### config.mk
export PLATFORM = sky130hd
export DESIGN_NAME = reg_file_mp
export DESIGN_NICKNAME = d
export VERILOG_FILES = /design/src/rtl/rf_pkg.sv /design/src/rtl/rf_read_port.sv /design/src/rtl/reg_file_mp.sv
export SDC_FILE = /design/constraint.sdc
export NUM_CORES = 2
export LEC_CHECK = 0
export ABC_CLOCK_PERIOD_IN_PS = 2800
export CAP_MARGIN = 40
export CORE_MARGIN = 1.5
export CORE_UTILIZATION = 41
export DETAILED_ROUTE_END_ITERATION = 16
export HOLD_SLACK_MARGIN = 0.06
export PLACE_DENSITY = 0.55
export RECOVER_POWER = 50
export SYNTH_ARGS = -nofsm -noshare
export SYNTH_HDL_FRONTEND = slang
export SYNTH_HIERARCHICAL = 1
export SYNTH_SLANG_ARGS = --single-unit
export TNS_END_PERCENT = 5
### constraint.sdc
create_clock -name clk -period 2.8 [get_ports clk]
set_input_delay 0.42 -clock clk [delete_from_list [all_inputs] [get_ports clk]]
set_output_delay 0.42 -clock clk [all_outputs]
set_load 0.01 [all_outputs]
### src/rtl/rf_pkg.sv
// rf_pkg: shared definitions for the multi-port register file.
//   - default XLEN / NREGS
//   - clog2 helper used to derive the register address width
//   - packed-port slicing helper (port index -> bit offset in a flat bus)
package rf_pkg;

  localparam int XLEN_DEF  = 32;
  localparam int NREGS_DEF = 32;

  // Smallest r with 2**r >= n; floors at 1 so a 2-entry file still has an address bit.
  function automatic int clog2(input int n);
    int r;
    r = 1;
    for (int i = 1; i < 31; i++)
      if ((1 << i) < n) r = i + 1;
    return r;
  endfunction

  // LSB of port idx within a flat bus of w-bit fields.
  function automatic int port_lsb(input int idx, input int w);
    return idx * w;
  endfunction

endpackage

### src/rtl/rf_read_port.sv
// rf_read_port: one combinational read port of reg_file_mp.
//   regs   in   full storage array (entry 0 is held at zero by the top)
//   busy   in   per-register pending-writeback flags
//   we/waddr/wdata in  flat write bus, used for same-cycle forwarding
//   raddr  in   register to read
//   rdata  out  read data (x0 -> 0, else forwarded or stored value)
//   rbusy  out  busy flag of raddr, masked when the value is being forwarded
module rf_read_port import rf_pkg::*; #(
  parameter int XLEN   = 32,
  parameter int NREGS  = 32,
  parameter int NWR    = 1,
  parameter int BYPASS = 1,
  parameter int AW     = clog2(NREGS)
) (
  input  logic [NREGS-1:0][XLEN-1:0] regs,
  input  logic [NREGS-1:0]           busy,
  input  logic [NWR-1:0]             we,
  input  logic [NWR*AW-1:0]          waddr,
  input  logic [NWR*XLEN-1:0]        wdata,
  input  logic [AW-1:0]              raddr,
  output logic [XLEN-1:0]            rdata,
  output logic                       rbusy
);

  logic            hit;
  logic [XLEN-1:0] fwd;

  // Scan ports low to high so the highest-index matching writer wins.
  always_comb begin
    hit = 1'b0;
    fwd = '0;
    for (int k = 0; k < NWR; k++) begin
      if (we[k] && (waddr[port_lsb(k, AW) +: AW] == raddr)) begin
        hit = 1'b1;
        fwd = wdata[port_lsb(k, XLEN) +: XLEN];
      end
    end
  end

  always_comb begin
    rdata = regs[raddr];
    rbusy = busy[raddr];
    if (raddr == '0) begin
      rdata = '0;
      rbusy = 1'b0;
    end else if ((BYPASS != 0) && hit) begin
      // The forwarded value is the one the consumer is waiting for.
      rdata = fwd;
      rbusy = 1'b0;
    end
  end

endmodule

### src/rtl/reg_file_mp.sv
// reg_file_mp: parametrised multi-port integer register file with busy scoreboard.
//   clk, rst_n   clock, asynchronous active-low reset (clears regs and busy)
//   we[NWR]      write enables; waddr/wdata flat buses, port k at [k*AW], [k*XLEN]
//   raddr[NRD*AW] read addresses; rdata[NRD*XLEN], rbusy[NRD] combinational results
//   iss_valid/iss_addr  mark a register busy (producer issued)
// x0 reads as zero, ignores writes and is never busy. Highest-index write port
// wins on a same-address conflict; an issue beats a retiring write on busy.
module reg_file_mp import rf_pkg::*; #(
  parameter  int XLEN   = XLEN_DEF,
  parameter  int NREGS  = NREGS_DEF,
  parameter  int NRD    = 2,
  parameter  int NWR    = 1,
  parameter  int BYPASS = 1,
  localparam int AW     = clog2(NREGS)
) (
  input  logic                 clk,
  input  logic                 rst_n,
  input  logic [NWR-1:0]       we,
  input  logic [NWR*AW-1:0]    waddr,
  input  logic [NWR*XLEN-1:0]  wdata,
  input  logic [NRD*AW-1:0]    raddr,
  output logic [NRD*XLEN-1:0]  rdata,
  output logic [NRD-1:0]       rbusy,
  input  logic                 iss_valid,
  input  logic [AW-1:0]        iss_addr
);

  logic [NREGS-1:0][XLEN-1:0] regs, regs_nxt;
  logic [NREGS-1:0]           busy, busy_nxt;

  always_comb begin
    regs_nxt = regs;
    busy_nxt = busy;
    // Later ports overwrite earlier ones: highest index wins.
    for (int k = 0; k < NWR; k++) begin
      if (we[k]) begin
        regs_nxt[waddr[port_lsb(k, AW) +: AW]] = wdata[port_lsb(k, XLEN) +: XLEN];
        busy_nxt[waddr[port_lsb(k, AW) +: AW]] = 1'b0;
      end
    end
    // Applied after the clears so a new producer supersedes the retiring one.
    if (iss_valid) busy_nxt[iss_addr] = 1'b1;
    regs_nxt[0] = '0;
    busy_nxt[0] = 1'b0;
  end

  always_ff @(posedge clk or negedge rst_n) begin
    if (!rst_n) begin
      regs <= '0;
      busy <= '0;
    end else begin
      regs <= regs_nxt;
      busy <= busy_nxt;
    end
  end

  for (genvar i = 0; i < NRD; i++) begin : g_rd
    rf_read_port #(
      .XLEN(XLEN), .NREGS(NREGS), .NWR(NWR), .BYPASS(BYPASS), .AW(AW)
    ) u_rd (
      .regs  (regs),
      .busy  (busy),
      .we    (we),
      .waddr (waddr),
      .wdata (wdata),
      .raddr (raddr[i*AW +: AW]),
      .rdata (rdata[i*XLEN +: XLEN]),
      .rbusy (rbusy[i])
    );
  end

endmodule

Word-level counts from Yosys, hierarchy flattened
Index checks and enable logic that the tools add are counted.

Reduce and logical (&&, ||, !) cells: 6. $lt $le $gt $ge: 6. Equal/unequal tests: 2. Mux-type cells: 29. Bitwise gates (word level): 3.

Operators with widths (number): $bwmux W1024 (1); $mux W32 (11); $bmux W32 S5 (2); $demux W32 S5 (1); $and A32 B32 Y32 (1); $not A32 Y32 (1); $or A32 B32 Y32 (1); $lt A5 B6 Y1 const B (4); $bmux W1 S5 (2); $demux W1 S5 (2); $eq A5 B5 Y1 (2); $ge A5 B1 Y1 const B (2); $logic_not A5 Y1 (2); $mux W1 (10); $logic_and A1 B1 Y1 (4).

Input bits: 56. Logic and storage cells: 78. Bits in registers: 1023. Output and inout port bits: 66.

Longest topological paths before layout
Word-level depth: 9. Mapped depth: 9. Gate-level depth less buffers: 5.

Hierarchy
The synthesis kept the hierarchy.

By module, submodules not included: reg_file_mp (instances 1, cells each 2321, area each 38381.8 µm², sequential area each 25599.6 µm²); rf_read_port (instances 2, cells each 800, area each 8994.9 µm², sequential area each 0.0 µm²).

Worst setup path before layout
OpenSTA, ideal clock, no wires.

Kind: input-to-output. Start point: input raddr[1]. End point: output rdata[10]. Cell stages on the path: 7. Required time: 2380 ps. Arrival: 2076 ps. Path buffers: 3. Setup slack: 304 ps. Cells stage by stage: buf_2 -> buf_2 -> buf_1 -> mux4_2 -> a22oi_1 -> a21oi_1 -> a221o_1.

Word-level cells in the longest chain between the ends: 5. Elaborated cells between the ends (all ways): 9. Classes of those cells: eq/ne: 1; mux: 6; reduce/logical: 2.

Ends and longest elaborated chain: start: declaration (line reg_file_mp.sv:21) `input logic [NRD*AW-1:0] raddr,`; parallel branches: the longest is 4 deep, another holds $bmux W32 S5; $mux W32 (*) (line rf_read_port.sv:43) `if (raddr == '0) begin`; end: declaration (line reg_file_mp.sv:22) `output logic [NRD*XLEN-1:0] rdata,`.

Every way passes the cells marked *. The select of a mux whose other input is x is not followed.

Worst setup path in the final report
Start point: register regs[127] (netlist name). End point: output rdata[63].

Word-level cells in the longest chain between the ends: 4.

Ends and longest elaborated chain: start: declaration (line reg_file_mp.sv:28) `logic [NREGS-1:0][XLEN-1:0] regs, regs_nxt;`; start signal: assignment (line reg_file_mp.sv:52) `regs <= regs_nxt;`; $bmux W32 S5 (line rf_read_port.sv:41) `rdata = regs[raddr];`; $mux W32 (not written as such) (line rf_read_port.sv:41); $mux W32 (line rf_read_port.sv:46) `end else if ((BYPASS != 0) && hit) begin`; $mux W32 (line rf_read_port.sv:43).

No other way between the ends. The select of a mux whose other input is x is not followed.

==> results.cfg <==
[synthesis]
synthCells = 3921
synth-xor-area-share_pct = 0.182
ys_warn_count = 6
yosysSeqAreaShare_pct = 45.4
synth-simple-area-share_pct = 2.38
synth_adder_area_share_pct = 0
postSynth.topFlopCell = dfrtp_1
yosysTopAreaCellShare_pct = 45.4
synth-edff-count = 0
synth.area.top_cells = dfrtp_1 (45%), mux2_2 (19%), mux4_2 (16%)
yosysMostFrequentCell = dfrtp_1
synthDistinctLibCells = 61
yosys-top-cells-count = dfrtp_1 (1023), mux2_2 (963), mux4_2 (392)
synth-seq-cells = 1023
synth_top_family_by_area = multiplexers
synthArstFlopShare_pct = 100
synth_compound_area_share_pct = 7.17
syn_area_per_cell_um2 = 14.4
yosysTopAreaCell = dfrtp_1
synthMuxAreaShare_pct = 40.9
syn-cell-area_um2 = 56400

[die]
rows = 135
start_util_pct = 41.5
core_um2 = 136000
pin_count = 122
die_w_um = 374
die_area_um2 = 140000
die_h_um = 374

[cells_and_area]
num-nets-final = 4473
area_growth_pct = 23.1
diodes = 0
layout-drive-gt1-share_pct = 55.2

[status]
violations = capacitance limit, slew limit, setup timing
status = complete, but fails checks

[global_route]
grt_antenna_before_repair = 1
gr-usage-all-layers_pct = 27.8
grt_first_pass_wirelength_mm = 286
grt_pass1_vias = 40500
grt_max_degree = 82
grt-ovfl-total = 0

[sta]
finalCritPeriodShare_pct = 109
fin_crit_ns = 3.05
rsz0062_at_grt = yes
clock_skew_ns = 0
timing.final.setup_violations = 65
worst_slack_ns = -0.245
hold_violations = 0
setup_tns_ns = -7.87
slew_viol_final = 49
worst_pin_slew_ns = 1.54
fmax_mhz = 328
relSlewSlack_pct = -2.53
hold_slack_ns = 0.508

[clocking]
cts_tree = done
path_clk_slew_ns = 0.06
clock_latency_ns = 0.74
cts_root_buf = clkbuf_16
clock_sinks = 1023
ctsHtreeMaxLevel = 3
cts_made_buffers = 116
cts_buffer_depth = 3

[critical_path]
critPathTopFamily = compound AO/OA/AOI/OAI gates
path_cells = mux4_2 > nor2b_4 > a211oi_2 > a21oi_1 > a221o_2 > buf_6
cp.arrival_ns = 2.63
crit_slowest_cell = mux4_2
reg2reg_from = regs[613]
crit_required_ns = 2.38
critical_path.endpoint_type = output pin
crit_start = regs[127]
cp-start-kind = register
path_class = register to output pin
worstPathMaxFanout = 3
critical_path.max_stage_delay_ns = 0.47
r2r_setup_slack_ns = 1.93
crit_buf_inv = 1

[route]
wl_per_cell_um = 30.9
drt_iter0_markers = 3496
vias = 39500
drt_pre_antenna_iters = 5
ant_nets = 0
via_per_inst = 6.27
drc = 0
wl_mm = 194

[place]
routabilityCongestion = 0.872
hpwl_mm = 131
io_buffers = 121

[flow_run]
cap_violations = 1

[min_path]
hold_start = regs[390]
min_path_type = register to register

[power]
power_density_nw_per_um2 = 678
leakage_uw = 0.0303
worst_ir_drop_vdd_uv = 494
## layout make-up
type | instances | area, um^2
clock buffer | 166 | 3360
clock inverter | 48 | 731
fill | 11600 | 66600
inverter | 7 | 26.3
multi-input combinational | 2541 | 30100
sequential | 1023 | 25600
tap | 1781 | 2230
timing repair buffer | 728 | 7330
## through the flow
| stage | total power, uW | cells | cell area, um^2 | util, % | worst slack, ns |
|---|---|---|---|---|---|
| 2_1_floorplan | 26400 | 3986 | 56600 | - | 0.304 |
| 3_3_place_gp | 30200 | 6080 | 64700 | 47.6 | -0.764 |
| 3_5_place_dp | 30500 | 6080 | 64700 | 47.6 | -0.744 |
| 4_1_cts | 47300 | 6294 | 69500 | 51.1 | -0.293 |
| 5_1_grt | 49000 | 6294 | 69400 | 51.0 | -0.322 |
| 6_report | 47000 | 6294 | 69400 | 51.0 | -0.245 |
## worst reg2reg max path, cell delays in order, from the launching register on
cell	delay, ns
dfrtp_1	0.38
buf_4	0.14
mux2_2	0.25
## path summary, 6_finish.rpt
path                            depth (start not counted)   endpoint
worst max-delay path                                    6  rdata[63]
worst min-delay path                                    1  regs[390]
worst max register to register                          2  regs[613]
worst min register to register                          1  regs[390]
max in group asynchronous                               3  regs[518]
min in group asynchronous                               2  regs[319]
## registers in the layout, indices dropped and copies added (netlist names)
| signal | flops |
|---|---|
| regs | 992 |
| busy | 31 |
## timing repair
action                                  4_1_cts  5_1_grt
endpoints found under the setup margin       66       66
gates resized for setup                     480       33
buffers inserted                              2        0
hold endpoints to repair                    134        0
cloned                                        1        0
hold buffers                                  1        0
pin swaps                                   127        7
## power breakdown
part	switching (uW)	leakage [uW]	total [uW]	internal, uW
clock	6590	0.00201	16400	9800
combinational	4510	0.0152	10800	6320
sequential	2100	0.0131	19800	17700
## cells by family after synthesis
| family | count (synthesis) |
|---|---|
| mux | 1678 |
| flops | 1023 |
| compound gates | 537 |
| buf+inv | 422 |
| simple gates | 250 |
| xor+xnor | 10 |
| other cells | 1 |
## routing by layer
metal	global-route usage, %	share of wire [%]	up-vias
li1	-	-	16300
met4	8.95	3.0	2
met5	0	0.0051	-
met2	42.6	45	1303
met1	40.5	46	21600
met3	4.11	5.9	299
## cells in the final DEF (no fill, tap or decap), types with 28 or more instances in the layout
master           instances
clkdlybuf4s50_1         39
clkbuf_16              117
a22oi_2                 57
a221o_1                 65
o21ai_0                 31
o22ai_1                 40
buf_12                 144
conb_1                  66
clkbuf_8                28
mux2_2                 963
mux2_1                  73
buf_4                  404
clkbuf_1                34
dfrtp_1               1023
nand2_1                 62
mux2i_1                234
buf_2                   64
a22o_1                  41
a221oi_1                51
mux4_2                 392
Note: power is estimated with default switching activity, not from simulation.
